**config.mk**
```make
export PLATFORM = sky130hd
export DESIGN_NAME = seg_scan_ctrl_flat
export DESIGN_NICKNAME = d
export VERILOG_FILES = /design/src/rtl/seg_scan_if.sv /design/src/rtl/seg_scan_ctrl.sv /design/src/flat_wrapper.sv
export SDC_FILE = /design/constraint.sdc
export NUM_CORES = 1
export LEC_CHECK = 0
export CORE_ASPECT_RATIO = 2
export CORE_MARGIN = 3
export CORE_UTILIZATION = 45
export DETAILED_ROUTE_END_ITERATION = 7
export GPL_TIMING_DRIVEN = 0
export MAX_ROUTING_LAYER = met4
export PLACE_DENSITY = 0.64
export SYNTH_ARGS = -nofsm -noshare
export SYNTH_HDL_FRONTEND = slang
export SYNTH_SLANG_ARGS = --single-unit
```
**constraint.sdc**
```tcl
create_clock -name clk -period 3.8 [get_ports clk]
set_input_delay 0.38 -clock clk [delete_from_list [all_inputs] [get_ports clk]]
set_output_delay 0.38 -clock clk [all_outputs]
set_load 0.03 [all_outputs]
```
**src/rtl/seg_scan_if.sv**
```systemverilog
// Bus between the counter datapath and the scan controller: value handshake in,
// scan/decoder drive out. The controller attaches through the slave modport.
`timescale 1ns/1ps
interface seg_scan_if #(
  parameter int DIGITS = 4
);
  logic                  enable;
  logic                  lz_blank_en;
  logic [4*DIGITS-1:0]   value;
  logic                  value_valid;
  logic                  value_ready;
  logic [3:0]            digit_code;
  logic [DIGITS-1:0]     digit_sel;
  logic                  digit_blank;
  logic                  frame_done;

  modport master (
    output enable, lz_blank_en, value, value_valid,
    input  value_ready, digit_code, digit_sel, digit_blank, frame_done
  );

  modport slave (
    input  enable, lz_blank_en, value, value_valid,
    output value_ready, digit_code, digit_sel, digit_blank, frame_done
  );
endinterface

```
**src/rtl/seg_scan_ctrl.sv**
```systemverilog
// Time-multiplexed 7-segment scan controller: one shared decoder, DIGITS enables,
// tear-free value updates committed at frame boundaries, optional leading-zero blanking.
`timescale 1ns/1ps
module seg_scan_ctrl #(
  parameter int DIGITS    = 4,
  parameter int SCAN_DIV  = 1000,
  parameter int BLANK_CYC = 16
) (
  input  logic       clk,
  input  logic       rst,
  seg_scan_if.slave  bus
);
  localparam int IW = $clog2(DIGITS);
  localparam int SW = (SCAN_DIV > 1) ? $clog2(SCAN_DIV) : 1;

  localparam logic [1:0] ST_IDLE  = 2'd0;
  localparam logic [1:0] ST_BLANK = 2'd1;
  localparam logic [1:0] ST_SHOW  = 2'd2;

  localparam logic [IW-1:0] IDX_LAST   = IW'(DIGITS - 1);
  localparam logic [SW-1:0] SLOT_LAST  = SW'(SCAN_DIV - 1);
  localparam logic [SW-1:0] BLANK_LAST = SW'((BLANK_CYC > 0) ? BLANK_CYC - 1 : 0);
  localparam logic [1:0]    ST_SLOT0   = (BLANK_CYC > 0) ? ST_BLANK : ST_SHOW;

  logic [1:0]            state_q, state_d;
  logic [IW-1:0]         idx_q, idx_d;
  logic [SW-1:0]         slot_q, slot_d;
  logic [4*DIGITS-1:0]   shown_q, shown_d;
  logic [4*DIGITS-1:0]   pending_q, pending_d;
  logic                  pfull_q, pfull_d;

  logic [3:0]            code_q, code_d;
  logic [DIGITS-1:0]     sel_q, sel_d;
  logic                  blank_q, blank_d;
  logic                  fdone_q, fdone_d;

  logic                  boundary;
  logic                  commit;
  logic                  lz_dark;
  logic [DIGITS-1:0]     zero_from;
  logic [3:0]            nib [DIGITS];

  // zero_from[i]: nibbles i..DIGITS-1 of the value about to be displayed are all zero
  genvar gi;
  generate
    for (gi = 0; gi < DIGITS; gi++) begin : g_nib
      assign nib[gi]       = shown_d[4*gi +: 4];
      assign zero_from[gi] = ((shown_d >> (4*gi)) == '0);
    end
  endgenerate

  assign boundary = (state_q == ST_SHOW) && (idx_q == IDX_LAST) && (slot_q == SLOT_LAST);
  // A stopped scan never reaches a boundary, so commit immediately to keep the handshake moving
  assign commit   = pfull_q && (boundary || !bus.enable);

  always_comb begin
    state_d   = state_q;
    idx_d     = idx_q;
    slot_d    = slot_q;
    shown_d   = shown_q;
    pending_d = pending_q;
    pfull_d   = pfull_q;

    if (!bus.enable) begin
      state_d = ST_IDLE;
      idx_d   = '0;
      slot_d  = '0;
    end else begin
      case (state_q)
        ST_IDLE: begin
          state_d = ST_SLOT0;
          idx_d   = '0;
          slot_d  = '0;
        end
        ST_BLANK: begin
          if (slot_q == BLANK_LAST) state_d = ST_SHOW;
          slot_d = slot_q + 1'b1;
        end
        ST_SHOW: begin
          if (slot_q == SLOT_LAST) begin
            state_d = ST_SLOT0;
            slot_d  = '0;
            idx_d   = (idx_q == IDX_LAST) ? '0 : idx_q + 1'b1;
          end else begin
            slot_d = slot_q + 1'b1;
          end
        end
        default: begin
          state_d = ST_IDLE;
          idx_d   = '0;
          slot_d  = '0;
        end
      endcase
    end

    // Commit and accept are exclusive: accept needs pending empty, commit needs it full
    if (commit) begin
      shown_d = pending_q;
      pfull_d = 1'b0;
    end else if (bus.value_valid && !pfull_q) begin
      pending_d = bus.value;
      pfull_d   = 1'b1;
    end
  end

  always_comb begin
    lz_dark = bus.lz_blank_en && (idx_d != '0) && zero_from[idx_d];
    code_d  = (state_d == ST_IDLE) ? 4'd0 : nib[idx_d];
    sel_d   = ((state_d == ST_SHOW) && !lz_dark) ? (DIGITS'(1) << idx_d) : '0;
    blank_d = (sel_d == '0);
    fdone_d = (state_d == ST_SHOW) && (idx_d == IDX_LAST) && (slot_d == SLOT_LAST);
  end

  always_ff @(posedge clk or posedge rst) begin
    if (rst) begin
      state_q   <= ST_IDLE;
      idx_q     <= '0;
      slot_q    <= '0;
      shown_q   <= '0;
      pending_q <= '0;
      pfull_q   <= 1'b0;
      code_q    <= 4'd0;
      sel_q     <= '0;
      blank_q   <= 1'b1;
      fdone_q   <= 1'b0;
    end else begin
      state_q   <= state_d;
      idx_q     <= idx_d;
      slot_q    <= slot_d;
      shown_q   <= shown_d;
      pending_q <= pending_d;
      pfull_q   <= pfull_d;
      code_q    <= code_d;
      sel_q     <= sel_d;
      blank_q   <= blank_d;
      fdone_q   <= fdone_d;
    end
  end

  assign bus.value_ready = !pfull_q;
  assign bus.digit_code  = code_q;
  assign bus.digit_sel   = sel_q;
  assign bus.digit_blank = blank_q;
  assign bus.frame_done  = fdone_q;
endmodule

```
**src/flat_wrapper.sv**
```systemverilog
// flat-port wrapper written by rule: the top's interface ports become plain ports
module seg_scan_ctrl_flat 
#(
  parameter int DIGITS    = 4,
  parameter int SCAN_DIV  = 1000,
  parameter int BLANK_CYC = 16
)
  (clk, rst, bus_enable, bus_lz_blank_en, bus_value, bus_value_valid, bus_value_ready, bus_digit_code, bus_digit_sel, bus_digit_blank, bus_frame_done);
  seg_scan_if #(.DIGITS(DIGITS)) bus_i ();
  input  logic clk;
  input  logic rst;
  input wire logic [$bits(bus_i.enable)-1:0] bus_enable;
  input wire logic [$bits(bus_i.lz_blank_en)-1:0] bus_lz_blank_en;
  input wire logic [$bits(bus_i.value)-1:0] bus_value;
  input wire logic [$bits(bus_i.value_valid)-1:0] bus_value_valid;
  output wire logic [$bits(bus_i.value_ready)-1:0] bus_value_ready;
  output wire logic [$bits(bus_i.digit_code)-1:0] bus_digit_code;
  output wire logic [$bits(bus_i.digit_sel)-1:0] bus_digit_sel;
  output wire logic [$bits(bus_i.digit_blank)-1:0] bus_digit_blank;
  output wire logic [$bits(bus_i.frame_done)-1:0] bus_frame_done;
  assign bus_i.enable = bus_enable;
  assign bus_i.lz_blank_en = bus_lz_blank_en;
  assign bus_i.value = bus_value;
  assign bus_i.value_valid = bus_value_valid;
  assign bus_value_ready = bus_i.value_ready;
  assign bus_digit_code = bus_i.digit_code;
  assign bus_digit_sel = bus_i.digit_sel;
  assign bus_digit_blank = bus_i.digit_blank;
  assign bus_frame_done = bus_i.frame_done;
  seg_scan_ctrl #(.DIGITS(DIGITS), .SCAN_DIV(SCAN_DIV), .BLANK_CYC(BLANK_CYC)) u_core (.clk(clk), .rst(rst), .bus(bus_i));
endmodule
```
=== After elaboration in Yosys (flattened, before gate mapping) ===
Index checks and enable logic that the tools add are counted.

* Shift-type cells: 1
* Add/sub/neg operators: 2
* Bitwise gates (word level): 2
* Reduce and logical (&&, ||, !) cells: 23
* Mux-type cells: 21
* Eq/ne operators: 8
* $lt $le $gt $ge: 2

{| class="wikitable"
|+ Operators with widths
! kind !! number
|-
| $logic_not A16 Y1 || 4
|-
| $eq A10 B10 Y1 const B || 2
|-
| $mux W10 || 2
|-
| $pmux W10 S2 || 1
|-
| $mux W16 || 1
|-
| $mux W4 || 4
|-
| $mux W2 || 6
|-
| $add A10 B1 Y10 const B || 1
|-
| $eq A10 B4 Y1 const B || 1
|-
| $logic_and A1 B1 Y1 || 9
|-
| $bmux W4 S2 || 1
|-
| $eq A2 B2 Y1 const B || 4
|-
| $pmux W2 S3 || 1
|-
| $logic_not A2 Y1 || 2
|-
| $logic_not A4 Y1 || 1
|-
| $pmux W2 S2 || 1
|-
| $reduce_bool A2 Y1 || 2
|-
| $shl A1 B2 Y4 const A || 1
|-
| $ge A3 B3 Y1 const B || 1
|-
| $logic_not A1 Y1 || 3
|-
| $lt A2 B3 Y1 const B || 1
|-
| $mux W1 || 3
|-
| $not A2 Y3 || 1
|-
| $add A2 B1 Y2 const B || 1
|-
| other kinds (5) || 5
|}

* Input bits: 21
* Register bits after elaboration: 57

=== Depth between registers and ports, before layout ===
* Word-level depth: 14
* Gate-level depth with buffers: 9

=== Worst setup path before layout ===
OpenSTA, ideal clock, no wires.

* Path type: register -> register
* From: register u_core.state_q[0]
* To: register u_core.sel_q[1] (netlist: u_core.bus.digit_sel[1])
* Setup slack: 1634 ps
* Setup time: 138 ps
* Data arrival time: 2028 ps
* Stages on the path, launching flop included: 9
* Clock period less this slack: 2166 ps
* Cells stage by stage: dfrtp_1 > inv_1 > ha_1 > and3_1 > nor4b_4 > nor2_1 > or4_4 > a221oi_4 > a211oi_1

* Word-level cells in the longest chain between the ends: 13
* Elaborated cells on any way between the ends: 28
* Classes of those cells: eq/ne: 3; shift: 1; mux: 10; reduce/logical: 14

{| class="wikitable"
|+ RTL lines
! item !! RTL line !! RTL
|-
| start: declaration || seg_scan_ctrl.sv:25 || <nowiki>logic [1:0] state_q, state_d;</nowiki>
|-
| start signal: assignment || seg_scan_ctrl.sv:127 || <nowiki>state_q <= state_d;</nowiki>
|-
| $eq A2 B2 Y1 || seg_scan_ctrl.sv:52, seg_scan_ctrl.sv:69 ||
|-
| $logic_and A1 B1 Y1 (2 in a row) || seg_scan_ctrl.sv:52 || <nowiki>assign boundary = (state_q == ST_SHOW) && (idx_q == IDX_LAST) && (slot_q == SLOT_LAST);</nowiki>
|-
| $logic_or A1 B1 Y1 || seg_scan_ctrl.sv:54 || <nowiki>assign commit = pfull_q && (boundary || !bus.enable);</nowiki>
|-
| $logic_and A1 B1 Y1 || seg_scan_ctrl.sv:54 ||
|-
| $mux W16 || seg_scan_ctrl.sv:97 || <nowiki>if (commit) begin</nowiki>
|-
| $logic_not A16 Y1 || seg_scan_ctrl.sv:48 || <nowiki>assign zero_from[gi] = ((shown_d >> (4*gi)) == '0);</nowiki>
|-
| $bmux W1 S2 || seg_scan_ctrl.sv:107 || <nowiki>lz_dark = bus.lz_blank_en && (idx_d != '0) && zero_from[idx_d];</nowiki>
|-
| $mux W1 (implied by the code) || seg_scan_ctrl.sv:107 ||
|-
| $logic_and A1 B1 Y1 || seg_scan_ctrl.sv:107 ||
|-
| $logic_not A1 Y1 || seg_scan_ctrl.sv:109 || <nowiki>sel_d = ((state_d == ST_SHOW) && !lz_dark) ? (DIGITS'(1) << idx_d) : '0;</nowiki>
|-
| $logic_and A1 B1 Y1 || seg_scan_ctrl.sv:109 ||
|-
| $mux W4 * || seg_scan_ctrl.sv:109 ||
|-
| via u_core.sel_d[1] || seg_scan_ctrl.sv:33 || <nowiki>logic [DIGITS-1:0] sel_q, sel_d;</nowiki>
|-
| end signal: assignment || seg_scan_ctrl.sv:134 || <nowiki>sel_q <= sel_d;</nowiki>
|-
| end: declaration || seg_scan_ctrl.sv:33 ||
|}

Mark *: on every way through the listed nets, which the timed path passes. The rest lies on a longest branch. The select of a mux whose other input is x is not followed.
A chain may end at the register's enable or synchronous reset.

=== Final worst setup path ===
* From: register u_core.state_q[0]
* To: register u_core.code_q[1] (netlist: u_core.bus.digit_code[1])

* Word-level cells in the longest chain between the ends: 10
* Elaborated cells on any way between the ends: 20
* Classes of those cells: eq/ne: 2; mux: 11; bitwise: 1; reduce/logical: 6

{| class="wikitable"
|+ RTL lines
! item !! RTL line !! RTL
|-
| $eq A2 B2 Y1 || seg_scan_ctrl.sv:52, seg_scan_ctrl.sv:69 ||
|-
| $logic_and A1 B1 Y1 (2 in a row) || seg_scan_ctrl.sv:52 ||
|-
| $logic_or A1 B1 Y1 || seg_scan_ctrl.sv:54 ||
|-
| $logic_and A1 B1 Y1 || seg_scan_ctrl.sv:54 ||
|-
| $mux W16 || seg_scan_ctrl.sv:97 ||
|-
| $bmux W4 S2 || seg_scan_ctrl.sv:108 || <nowiki>code_d = (state_d == ST_IDLE) ? 4'd0 : nib[idx_d];</nowiki>
|-
| $mux W4 (implied by the code) (2 in a row) || seg_scan_ctrl.sv:108 ||
|-
| $mux W4 * || seg_scan_ctrl.sv:108 ||
|-
| via u_core.code_d[1] || seg_scan_ctrl.sv:32 || <nowiki>logic [3:0] code_q, code_d;</nowiki>
|-
| end signal: assignment || seg_scan_ctrl.sv:133 || <nowiki>code_q <= code_d;</nowiki>
|-
| end: declaration || seg_scan_ctrl.sv:32 ||
|}

Marked as above.

==> impl_metrics.toml <==
[clock_network]
number_of_h_tree_levels = 3
clk_latency_ns = 0.32
postCtsSetupRepairBufs = 0
worst_setup_hold_path_clk_slew_ns = 0.05
cts_num_sinks = 57
cts-hold-fix-buffers = 0
tritoncts = "done"
cts_inserted_buffers = 9
clock-root-buffer = "sky130_fd_sc_hd__clkbuf_16"
cts_resized = 0
cts_max_path_buffers = 2

[drt]
drc = 0
drt-wirelength-per-cell_um = 16.4
highest-signal-layer = "met4"
average_vias_per_placed_instance = 5.40
drt-total-wl_um = 6360
tritonroute_pass_1_iters = 4
route.layer.met1.wl_um = 2270
routed-wl-met3_um = 168
detailroute.via_count = 2095
detail-route-antenna-nets = 0
met2_wirelength_um = 3450
drt_first_iter_violations = 58

[placement]
detailed_place_hpwl_um = 4880
place_ws_ns = 1.10
io_buf_count = 31
gpl.final_weighted_congestion = 0.884

[finish]
antenna-diode-count = 0
fin_util_pct = 58.3
fin_nets = 328
layout_overhead_on_the_synthesized_area_pct = 23.9
drive_gt1_share_pct = 19.1

[critical_path]
startpoint_type = "register"
timing.critical_path.to_type = "register"
timing.critical_path.required_ns = 4.03
reg2reg_depth = 9
r2r_slack_ns = 1.17
capturing_point_of_the_worst_reg2reg_path = "u_core.bus.digit_code[1]$_DFF_PP0_"
crit_fanout = 10
critical_path.reg2reg.startpoint = "u_core.state_q[0]$_DFF_PP0_"
critPathKind = "reg -> reg"
critical_path_arrival_ns = 2.86

[synth]
synth_area_mm2 = 0.00285
synthesis.instances = 258
dominantRegCellSynth = "sky130_fd_sc_hd__dfrtp_1"
synth-seq-area-share_pct = 50.1
postSynthRegisterBits = 57
synth_warn = 0
synth_cell_type_count = 52
postSynthAreaPerCell_um2 = 11.0
asyncSetResetFlopFracSynth_pct = 100
synth_edf_count = 0
mappedNetlistNets = 285

[global_routing]
grt_max_degree = 32
grt_pass1_wl_um = 10700
grt_util_all_layers_pct = 19.5
total_congestion_overflow_after_global_routing = 0
vias_in_the_first_global_route = 2301
grt_antenna_before_repair = 0

[floorplan]
die_x_um = 62.3
start_util_pct = 47.1
core.rowCount = 40
floorplan.die.height_um = 119
placeableCoreArea_mm2 = 0.00606
io-pin-count = 32
die-area_mm2 = 0.00738

[pwr]
total_power_per_unit_cell_area_mw_per_mm2 = 489
p_leak_nw = 1.54
worst_ir_drop_vdd_mv = 0.321

[sta]
finalCriticalPeriod_ns = 2.63
maxClockFrequency_ghz = 0.381
timing.final.hold_violations = 0
setup_total_negative_slack_ns = 0
slew_headroom_pct = 53.2
timing.final.max_slew_violations = 0
rsz0062_at_grt = "false"
post-route-worst-setup-slack_ns = 1.17
clock-skew-final_ns = 0.00362
finalCritPeriodShare_pct = 69.2
worst_slew_pin_tran_ns = 0.697
report.final.setup_viol = 0

[run]
max-cap-violations = 0

[status]
status = "finished, final reports clean"

[min_path]
hold_class = "in -> async"
registers in the layout, indices dropped and copies added, names as in the netlist:
| name | flops |
|---|---|
| u_core.bus.digit_blank | 1 |
| u_core.bus.digit_code | 4 |
| u_core.bus.digit_sel | 4 |
| u_core.bus.frame_done | 1 |
| u_core.idx_q | 2 |
| u_core.pending_q | 16 |
| u_core.pfull_q | 1 |
| u_core.shown_q | 16 |
| u_core.slot_q | 10 |
| u_core.state_q | 2 |
cell usage after synthesis, types with 5 or more instances:
cell type                  count  area (µm²)
sky130_fd_sc_hd__a211oi_1      5        37.5
sky130_fd_sc_hd__xnor2_1       5        43.8
sky130_fd_sc_hd__and2_1        5        31.3
sky130_fd_sc_hd__nor4_1        6        37.5
sky130_fd_sc_hd__inv_1         6        22.5
sky130_fd_sc_hd__dfrtp_1      56        1400
sky130_fd_sc_hd__nor2_1       16        60.1
sky130_fd_sc_hd__ha_1          6        75.1
sky130_fd_sc_hd__nand3_1      17        85.1
sky130_fd_sc_hd__nand2_1      22        82.6
sky130_fd_sc_hd__a31oi_1       7        43.8
sky130_fd_sc_hd__o21ai_0      14        70.1
sky130_fd_sc_hd__mux2_2       24         270
sky130_fd_sc_hd__and3_1        5        31.3
area by class of cell:
class	count	area, µm²
Inverter	6	22.5
Clock inverter	1	5.00
Fill cell	532	2520
Timing Repair Buffer	32	330
Tap cell	84	105
Sequential cell	57	1430
Clock buffer	13	240
Buffer	11	55.1
Multi-Input combinational cell	184	1350
how the worst max path moves through the flow:
stage	from	end	cells past startpoint
after detailed placement	bus_enable	u_core.bus.digit_sel[1]$_DFF_PP0_	6
after CTS	u_core.state_q[0]$_DFF_PP0_	u_core.bus.digit_code[0]$_DFF_PP0_	9
after floorplan	u_core.state_q[0]$_DFF_PP0_	u_core.bus.digit_sel[1]$_DFF_PP0_	8
after global placement	rst	u_core.pending_q[9]$_DFFE_PP0P_	2
after global routing	u_core.state_q[0]$_DFF_PP0_	u_core.bus.digit_code[1]$_DFF_PP0_	9
final	u_core.state_q[0]$_DFF_PP0_	u_core.bus.digit_code[1]$_DFF_PP0_	9
layer usage:
layer | track usage [%] | vias to the layer above
met5 | - | -
met4 | 18.8 | 0
met3 | 2.57 | 28
met2 | 33.6 | 42
met1 | 18.0 | 999
li1 | - | 1026
power breakdown:
group | internal (mW) | switching, mW
combinational | 0.138 | 0.140
sequential | 0.722 | 0.0603
clock | 0.430 | 0.238
cell families after synthesis:
family	synth area share, %
and+or+nand+nor	20.5
xor gates and xnor gates	2.46
buffers and inverters	2.72
muxes	9.83
adders and majority gates	2.63
DFF	50.1
AOI/OAI and AO/OA	11.8
cell usage in the layout (no fill, tap or decap), drive strengths merged, types with 2 or more instances in the layout:
cell / netlist / routed
mux2: 24 / 24
a211oi: 9 / 9
and2: 5 / 5
dfrtp: 56 / 56
nor2b: 4 / 4
and3: 5 / 5
nor4b: 3 / 3
or4: 2 / 2
inv: 6 / 6
nand2b: 2 / 2
clkdlybuf4s50: 0 / 31
ha: 6 / 6
nand4: 4 / 4
nor3: 3 / 3
a221oi: 2 / 2
a31oi: 7 / 7
nand2: 22 / 22
clkbuf: 5 / 18
xnor2: 5 / 5
o21ai: 17 / 17
nand3: 19 / 19
a21oi: 4 / 4
nor4: 6 / 6
nor2: 17 / 17
xor2: 3 / 3
buf: 6 / 7
metrics by stage:
step           cell area (µm²)  instances  hold WS, ns  total power [mW]
2_1_floorplan             2850        258        0.448             0.974
3_3_place_gp              3270        373        0.482              1.06
3_5_place_dp              3290        374        0.488              1.07
4_1_cts                   3530        388        0.466              1.76
5_1_grt                   3530        388        0.497              1.83
6_report                  3530        388        0.448              1.73
worst max-delay path, cell delays in order (launching register included):
cell and delay [ns]:
sky130_fd_sc_hd__dfrtp_1 0.42, sky130_fd_sc_hd__inv_1 0.10, sky130_fd_sc_hd__ha_1 0.30, sky130_fd_sc_hd__and3_1 0.24, sky130_fd_sc_hd__nor4b_4 0.27, sky130_fd_sc_hd__clkbuf_1 0.33
sky130_fd_sc_hd__o21ai_0 0.20, sky130_fd_sc_hd__a211oi_2 0.29, sky130_fd_sc_hd__o21ai_0 0.19, sky130_fd_sc_hd__a31oi_1 0.20
Power figures use the tool's default switching activity.
